$ cat src/rtl/boron_pkg.sv
// Shared constants, FSM state type and round/key-schedule functions for the BORON cipher.
package boron_pkg;

    localparam int unsigned NR    = 25;
    localparam int unsigned BLK_W = 64;
    localparam int unsigned KEY_W = 80;
    localparam int unsigned RND_W = 5;

    // Nibble n of the table is S(n); index 0 sits in the least significant nibble.
    localparam logic [63:0] SBOX = 64'h6358_F02D_AC97_1B4E;

    typedef enum logic [1:0] {
        StIdle,
        StRun,
        StFinal
    } boron_state_e;

    function automatic logic [3:0] sbox4(input logic [3:0] n);
        return SBOX[{n, 2'b00} +: 4];
    endfunction

    function automatic logic [BLK_W-1:0] round_f(input logic [BLK_W-1:0] x,
                                                 input logic [BLK_W-1:0] k);
        logic [BLK_W-1:0] t;
        logic [15:0]      w0, w1, w2, w3;
        t = x ^ k;
        for (int i = 0; i < 16; i++) begin
            t[i*4 +: 4] = sbox4(t[i*4 +: 4]);
        end
        w0 = {t[14:0],  t[15]};
        w1 = {t[27:16], t[31:28]};
        w2 = {t[40:32], t[47:41]};
        w3 = {t[54:48], t[63:55]};
        w1 = w1 ^ w0;
        w3 = w3 ^ w2;
        return {w3, w2, w1, w0};
    endfunction

    function automatic logic [KEY_W-1:0] key_update(input logic [KEY_W-1:0] k,
                                                    input logic [RND_W-1:0] r);
        logic [KEY_W-1:0] t;
        t          = {k[66:0], k[79:67]};
        t[3:0]     = sbox4(t[3:0]);
        t[63:59]   = t[63:59] ^ r;
        return t;
    endfunction

endpackage

$ cat src/rtl/dec_add_round_key.sv
// Combinational round-key addition: XORs a 64-bit word with the low 64 bits of an 80-bit key.
module dec_add_round_key
    import boron_pkg::*;
(
    input  logic [BLK_W-1:0] i_ark_cipher,
    input  logic [KEY_W-1:0] i_ark_key,
    output logic [BLK_W-1:0] o_ark_msg
);

    // Only the low word of the key register takes part in the addition.
    logic unused_key_hi;
    assign unused_key_hi = ^i_ark_key[KEY_W-1:BLK_W];

    assign o_ark_msg = i_ark_cipher ^ i_ark_key[BLK_W-1:0];

endmodule

$ cat src/rtl/boron_enc.sv
// Iterative BORON encryptor, one round per clock, final key whitening before done.
// Optional BORON_KEY_OUT_EN adds a registered last_key output valid with done.
module boron_enc
    import boron_pkg::*;
(
    input  logic             clk,
    input  logic             rst,
    input  logic             start,
    input  logic [BLK_W-1:0] plain_text,
    input  logic [KEY_W-1:0] master_key,
    output logic             done,
    output logic [BLK_W-1:0] cipher_text
`ifdef BORON_KEY_OUT_EN
    ,
    output logic [KEY_W-1:0] last_key
`endif
);

    boron_state_e     state_q, state_d;
    logic [BLK_W-1:0] reg_state, reg_state_d;
    logic [KEY_W-1:0] reg_key, reg_key_d;
    logic [RND_W-1:0] round, round_d;
    logic [BLK_W-1:0] cipher_text_d;
    logic             done_d;
    logic [BLK_W-1:0] whitened;
`ifdef BORON_KEY_OUT_EN
    logic [KEY_W-1:0] last_key_d;
`endif

    dec_add_round_key u_whiten (
        .i_ark_cipher (reg_state),
        .i_ark_key    (reg_key),
        .o_ark_msg    (whitened)
    );

    always_comb begin
        state_d       = state_q;
        reg_state_d   = reg_state;
        reg_key_d     = reg_key;
        round_d       = round;
        cipher_text_d = cipher_text;
        done_d        = 1'b0;
`ifdef BORON_KEY_OUT_EN
        last_key_d    = last_key;
`endif
        unique case (state_q)
            StIdle: begin
                // The done cycle never accepts, so back-to-back runs are 28 clocks apart.
                if (start && !done) begin
                    reg_state_d = plain_text;
                    reg_key_d   = master_key;
                    round_d     = RND_W'(1);
                    state_d     = StRun;
                end
            end
            StRun: begin
                reg_state_d = round_f(reg_state, reg_key[BLK_W-1:0]);
                reg_key_d   = key_update(reg_key, round);
                round_d     = round + RND_W'(1);
                if (round == RND_W'(NR)) begin
                    state_d = StFinal;
                end
            end
            StFinal: begin
                cipher_text_d = whitened;
                done_d        = 1'b1;
`ifdef BORON_KEY_OUT_EN
                last_key_d    = reg_key;
`endif
                state_d       = StIdle;
            end
            default: begin
                state_d = StIdle;
            end
        endcase
    end

    always_ff @(posedge clk) begin
        if (rst) begin
            state_q     <= StIdle;
            reg_state   <= '0;
            reg_key     <= '0;
            round       <= '0;
            cipher_text <= '0;
            done        <= 1'b0;
`ifdef BORON_KEY_OUT_EN
            last_key    <= '0;
`endif
        end else begin
            state_q     <= state_d;
            reg_state   <= reg_state_d;
            reg_key     <= reg_key_d;
            round       <= round_d;
            cipher_text <= cipher_text_d;
            done        <= done_d;
`ifdef BORON_KEY_OUT_EN
            last_key    <= last_key_d;
`endif
        end
    end

endmodule

$ cat config.mk
export PLATFORM = sky130hd
export DESIGN_NAME = boron_enc
export DESIGN_NICKNAME = d
export VERILOG_FILES = /design/src/rtl/boron_pkg.sv /design/src/rtl/dec_add_round_key.sv /design/src/rtl/boron_enc.sv
export SDC_FILE = /design/constraint.sdc
export NUM_CORES = 1
export LEC_CHECK = 0
export ABC_CLOCK_PERIOD_IN_PS = 3900
export BUFFER_PORTS_ARGS = -buffer_cell sky130_fd_sc_hd__buf_2
export CAP_MARGIN = 20
export CORE_MARGIN = 2
export CORE_UTILIZATION = 35
export DETAILED_ROUTE_END_ITERATION = 8
export PLACE_DENSITY = 0.5
export SYNTH_ARGS = -nofsm -noshare
export SYNTH_HDL_FRONTEND = slang
export SYNTH_HIERARCHICAL = 1
export SYNTH_SLANG_ARGS = --single-unit
$ cat constraint.sdc
create_clock -name clk -period 3.9 [get_ports clk]
set_input_delay 0.39 -clock clk [delete_from_list [all_inputs] [get_ports clk]]
set_output_delay 0.39 -clock clk [all_outputs]
set_load 0.05 [all_outputs]
# Word level (Yosys, flattened, before mapping)
# Cells that the tools add are included.
# classes
add_sub_neg	1
eq_ne	5
shifts	17
mux	10
bitwise	4
n_reduce_logical	6
# op_table
op	n
$shiftx A64 B7 Y4 const A	17
$pmux W80 S2	1
$pmux W64 S2	1
$mux W80	1
$mux W64	1
$xor A64 B64 Y64	1
$xor A16 B16 Y16	2
$pmux W5 S2	1
$add A5 B1 Y5 const B	1
$eq A5 B5 Y1 const B	1
$mux W5	1
$xor A5 B5 Y5	1
$mux W2	2
$ne A2 B2 Y1 const B	2
$pmux W2 S2	1
$reduce_and A2 Y1	2
$eq A2 B1 Y1 const B	1
$eq A2 B2 Y1 const B	1
$logic_not A2 Y1	1
$reduce_bool A2 Y1	1
$logic_and A1 B1 Y1	1
$logic_not A1 Y1	1
$mux W1	1
# word_totals
reg_bits	216
inputBits	147
output_inout_bits	65
elab_cells	49

# Depth between registers and ports, before layout
# depth
depth_word	4
depth_mapped	8
depth_no_buf	7

# Cells and area by module
# The synthesis kept the hierarchy.
# modules_own_cells
module	instances	cells_each	area_per_inst_um2	seq_area_each_um2
boron_enc	1	1516	12070.3	4324.1
dec_add_round_key	1	64	560.5	0.0

# Least setup slack after synthesis
# OpenSTA, ideal clock, no wires.
# synth_path
kind	register to register
startpoint	register reg_key[45]
endpoint	register reg_state[52]
setup_time_ns	0.103
arrival_ns	1.873
t_required_ns	3.797
setup_slack_ns	1.923
stages_incl_launch_ff	7
n_path_buf	0
period_less_slack_ns	1.977
cell_sequence	dfxtp_1 xnor2_1 ha_1 mux2_4 a2bb2oi_1 and3_1 a2111oi_2
# synth_between
elab_chain_cells	4
# synth_rtl
item	line	rtl
from (decl)	boron_enc.sv:21	logic [KEY_W-1:0] reg_key, reg_key_d;
from (signal assigned)	boron_enc.sv:92	reg_key <= reg_key_d;
$xor A64 B64 Y64	boron_pkg.sv:26	t = x ^ k;
$shiftx A64 B7 Y4	boron_pkg.sv:19	return SBOX[{n, 2'b00} +: 4];
$xor A16 B16 Y16	boron_pkg.sv:35	w3 = w3 ^ w2;
$pmux W64 S2	boron_enc.sv:46	unique case (state_q)
to (signal assigned)	boron_enc.sv:91	reg_state <= reg_state_d;
to (decl)	boron_enc.sv:20	logic [BLK_W-1:0] reg_state, reg_state_d;
# Every way passes these cells.
# A chain may end at the register's enable or synchronous reset.

# Worst setup path in the final report
# layout_path
startpoint	register state_q[0]
endpoint	register reg_state[42]
# layout_between
elab_chain_cells	3
elab_cells_between_ends	6
cone_classes	2 x eq/ne; 1 x mux; 3 x reduce/logical
# layout_rtl
item	line	rtl
from (decl)	boron_enc.sv:19	boron_state_e state_q, state_d;
from (signal assigned)	boron_enc.sv:80	state_q <= StIdle;
from (signal assigned)	boron_enc.sv:90	state_q <= state_d;
$eq A2 B1 Y1 / $logic_not A2 Y1 (equally long branches)	boron_enc.sv:46	
$reduce_bool A2 Y1 (no line) / $ne A2 B2 Y1 (equally long branches)	n/a	
$reduce_and A2 Y1 (no line)	n/a	
# Several ways; a longest one is shown, not always the timed one.

==> metrics <==
status=finished, final reports clean; Worst Skew=approximately 0.014 ns; Setup Buffers After CTS=0; Design Area, Final=around 15000 um^2; CP Launch Type=flop; CP Cell Sequence=or4b_4 > buf_4 > nand2_1 > and3_1 > a211oi_1; drt wl/cell=19.8 um; final critical-path required period=between 2 and 2.5 ns; Tot GR Track Use=0.225; IO buf count=211; nets@finish=1901; FMAX=0.403 GHz; Die Wd=194 um; layout cell share with drive strength beyond 1=0.176; Synth Instances=between 1500 and 2000; total negative slack=0 ns; Detail Placement HPWL=around 32 mm; Skew-Pair Late Insertion Delay=0.54 ns; Psw=2.95 mW; syn_nets=roughly 1700; Synth cell types=57; Clock power frac=0.327; clk root buf=clkbuf_16; top_reg_cell synth=dfxtp_1; CTS tree=yes; clock tree buffer depth=3; Initial DRT Pass Iterations=7; Hold WS=~0.12 ns; largest net degree at the start of global routing=between 150 and 200; die height=194 um; Int Pwr=roughly 5.3 mW; WS Path Type=flop to flop; die footprint=37600 um^2; CTS sink count=216; leakage power figure=6.38 nW; worst-margin pin slew=0.917 ns; Post-synth ARST share=0; worst vdd rail ir drop=359 uV; most frequent cells in the layout=nand2_1, dfxtp_1, buf_2; RSZ-0062 raised after global routing=false; drt total wl=43.7 mm; final-report setup violation count=0; register bit total from synthesis=roughly 220; post-CTS resize count=0; sw frac=0.357; Flop pwr share=0.335; combinational power share=0.338; GP Congestion=0.871; initial antenna violation count=1; dpl cell area=14000 um^2; Largest stage delay, worst path=approximately 0.73 ns; # DRC=0; Worst EP required=4.34 ns; Ys Warns=6; IO Pins=212; worst-path maximum fanout=between 60 and 70; Power Density=roughly 550 nW/um^2; Initial Utilization=0.355; Critical path buffers and inverters=1; ratio of final minimum period to clock period=0.636; Rel. slew slack=0.389; WP data arrival=2.92 ns; first-pass GRT wire length=~67 mm; Starting DRT DRC Count=803; Antenna Cells=0; antenna-violating nets left=0; TritonCTS buffer count=26; Post-Syn Area=12600 um^2; Post-CTS Hold Buffers=0; hold crit path type=input pin to flop; most common cell after layout, fill and taps aside=nand2_1; crit path max-delay cell type=or4b_4; CP top delay family=simple AND/OR/NAND/NOR gates; MaxCap Viol Count=0; Avg Inst Size Synth=~8.0 um^2; Post-synth EDFFs=0; Seq/Total Area, Yosys=0.342; Final Hold Viols=0; R2R setup slack=about 1.4 ns; Max Transition Viols Final=0; Area Growth Syn to Fin=18.6%; H-tree depth=1; total number of vias=11800; CP endpoint kind=flop; Reg clk slew, reported paths=0.06 ns; vias per cell=around 5.3; cell row count=69; number of global-route vias before repair=11100; Core Region=35600 um^2; total grt overflow=0
[registers in the layout (all words and copies together), names as in the netlist]
| signal | count |
|---|---|
| cipher_text | 64 |
| state_q | 2 |
| done | 1 |
| reg_key | 80 |
| reg_state | 64 |
| round | 5 |
[cells in the mapped netlist (24+ instances only)]
cell type	instances	share of area
nand2_1	403	0.12
dfxtp_1	216	0.34
nor2_1	113	0.034
xor2_1	110	0.076
a21oi_1	95	0.038
xnor2_1	94	0.065
a311oi_1	90	0.062
clkbuf_1	63	0.019
mux2i_1	41	0.032
a211oi_1	38	0.023
nand3_1	31	0.012
inv_1	28	0.0083
buf_2	24	0.0095
[cells by family (layout without fill, tap and decap cells)]
kind of cell	Yosys count	count (layout)	synth area share
and+or+nand+nor	616	616	0.200
AOI/OAI and AO/OA	312	312	0.173
xor gates and xnor gates	217	217	0.159
DFF	216	216	0.342
buffers and inverters	131	301	0.0413
muxes	67	67	0.0634
adders and majority gates	21	21	0.0208
[worst reg2reg max path: stages, from the launching register on]
cell and delay, ns:
dfxtp_1 0.54, or4b_4 0.73, buf_4 0.61, nand2_1 0.10, and3_1 0.20, a211oi_1 0.21
[metal layers]
layer / up-vias / wire length (um) / GRT usage
li1: 5781 / - / -
met1: 5640 / 21600 / 0.337
met2: 342 / 18700 / 0.341
met3: 42 / 2690 / 0.0351
met4: 2 / 643 / 0.0441
met5: - / 16 / 0
[final cells by class]
type / instances / area (um^2)
inverters: 28 / 105
clock inverters: 10 / 175
repair buffers: 228 / 1210
well taps: 461 / 577
multi-input cells: 1233 / 7810
fillers: 3728 / 20600
flip-flops and latches: 216 / 4320
clock buffers: 35 / 766
[power by group through the flow]
stage / clock [mW] / combinational (mW) / sequential, mW
3_3_place_gp: 0 / 2.72 / 2.81
6_report: 2.70 / 2.79 / 2.77
5_1_grt: 2.84 / 3.08 / 2.80
3_5_place_dp: 0 / 2.76 / 2.81
4_1_cts: 2.75 / 2.78 / 2.77
2_1_floorplan: 0 / 2.11 / 2.68
[through the flow]
stage | std cells | util | power [mW] | setup WS, ns
after floorplan | 1580 | - | 4.79 | 1.92
after global placement | 2166 | 0.395 | 5.53 | 1.47
after detailed placement | 2166 | 0.395 | 5.57 | 1.41
after CTS | 2211 | 0.421 | 8.30 | 1.39
after global routing | 2211 | 0.421 | 8.73 | 1.22
final | 2211 | 0.421 | 8.26 | 1.42
[path summary, 6_finish.rpt]
path,start,endpoint,cells past startpoint
min,master_key[22],reg_key[22],3
max,state_q[0],reg_state[42],5
max reg2reg,state_q[0],reg_state[42],5
min reg2reg,cipher_text[49],cipher_text[49],2
No activity file was read; power rests on OpenSTA's default activity.
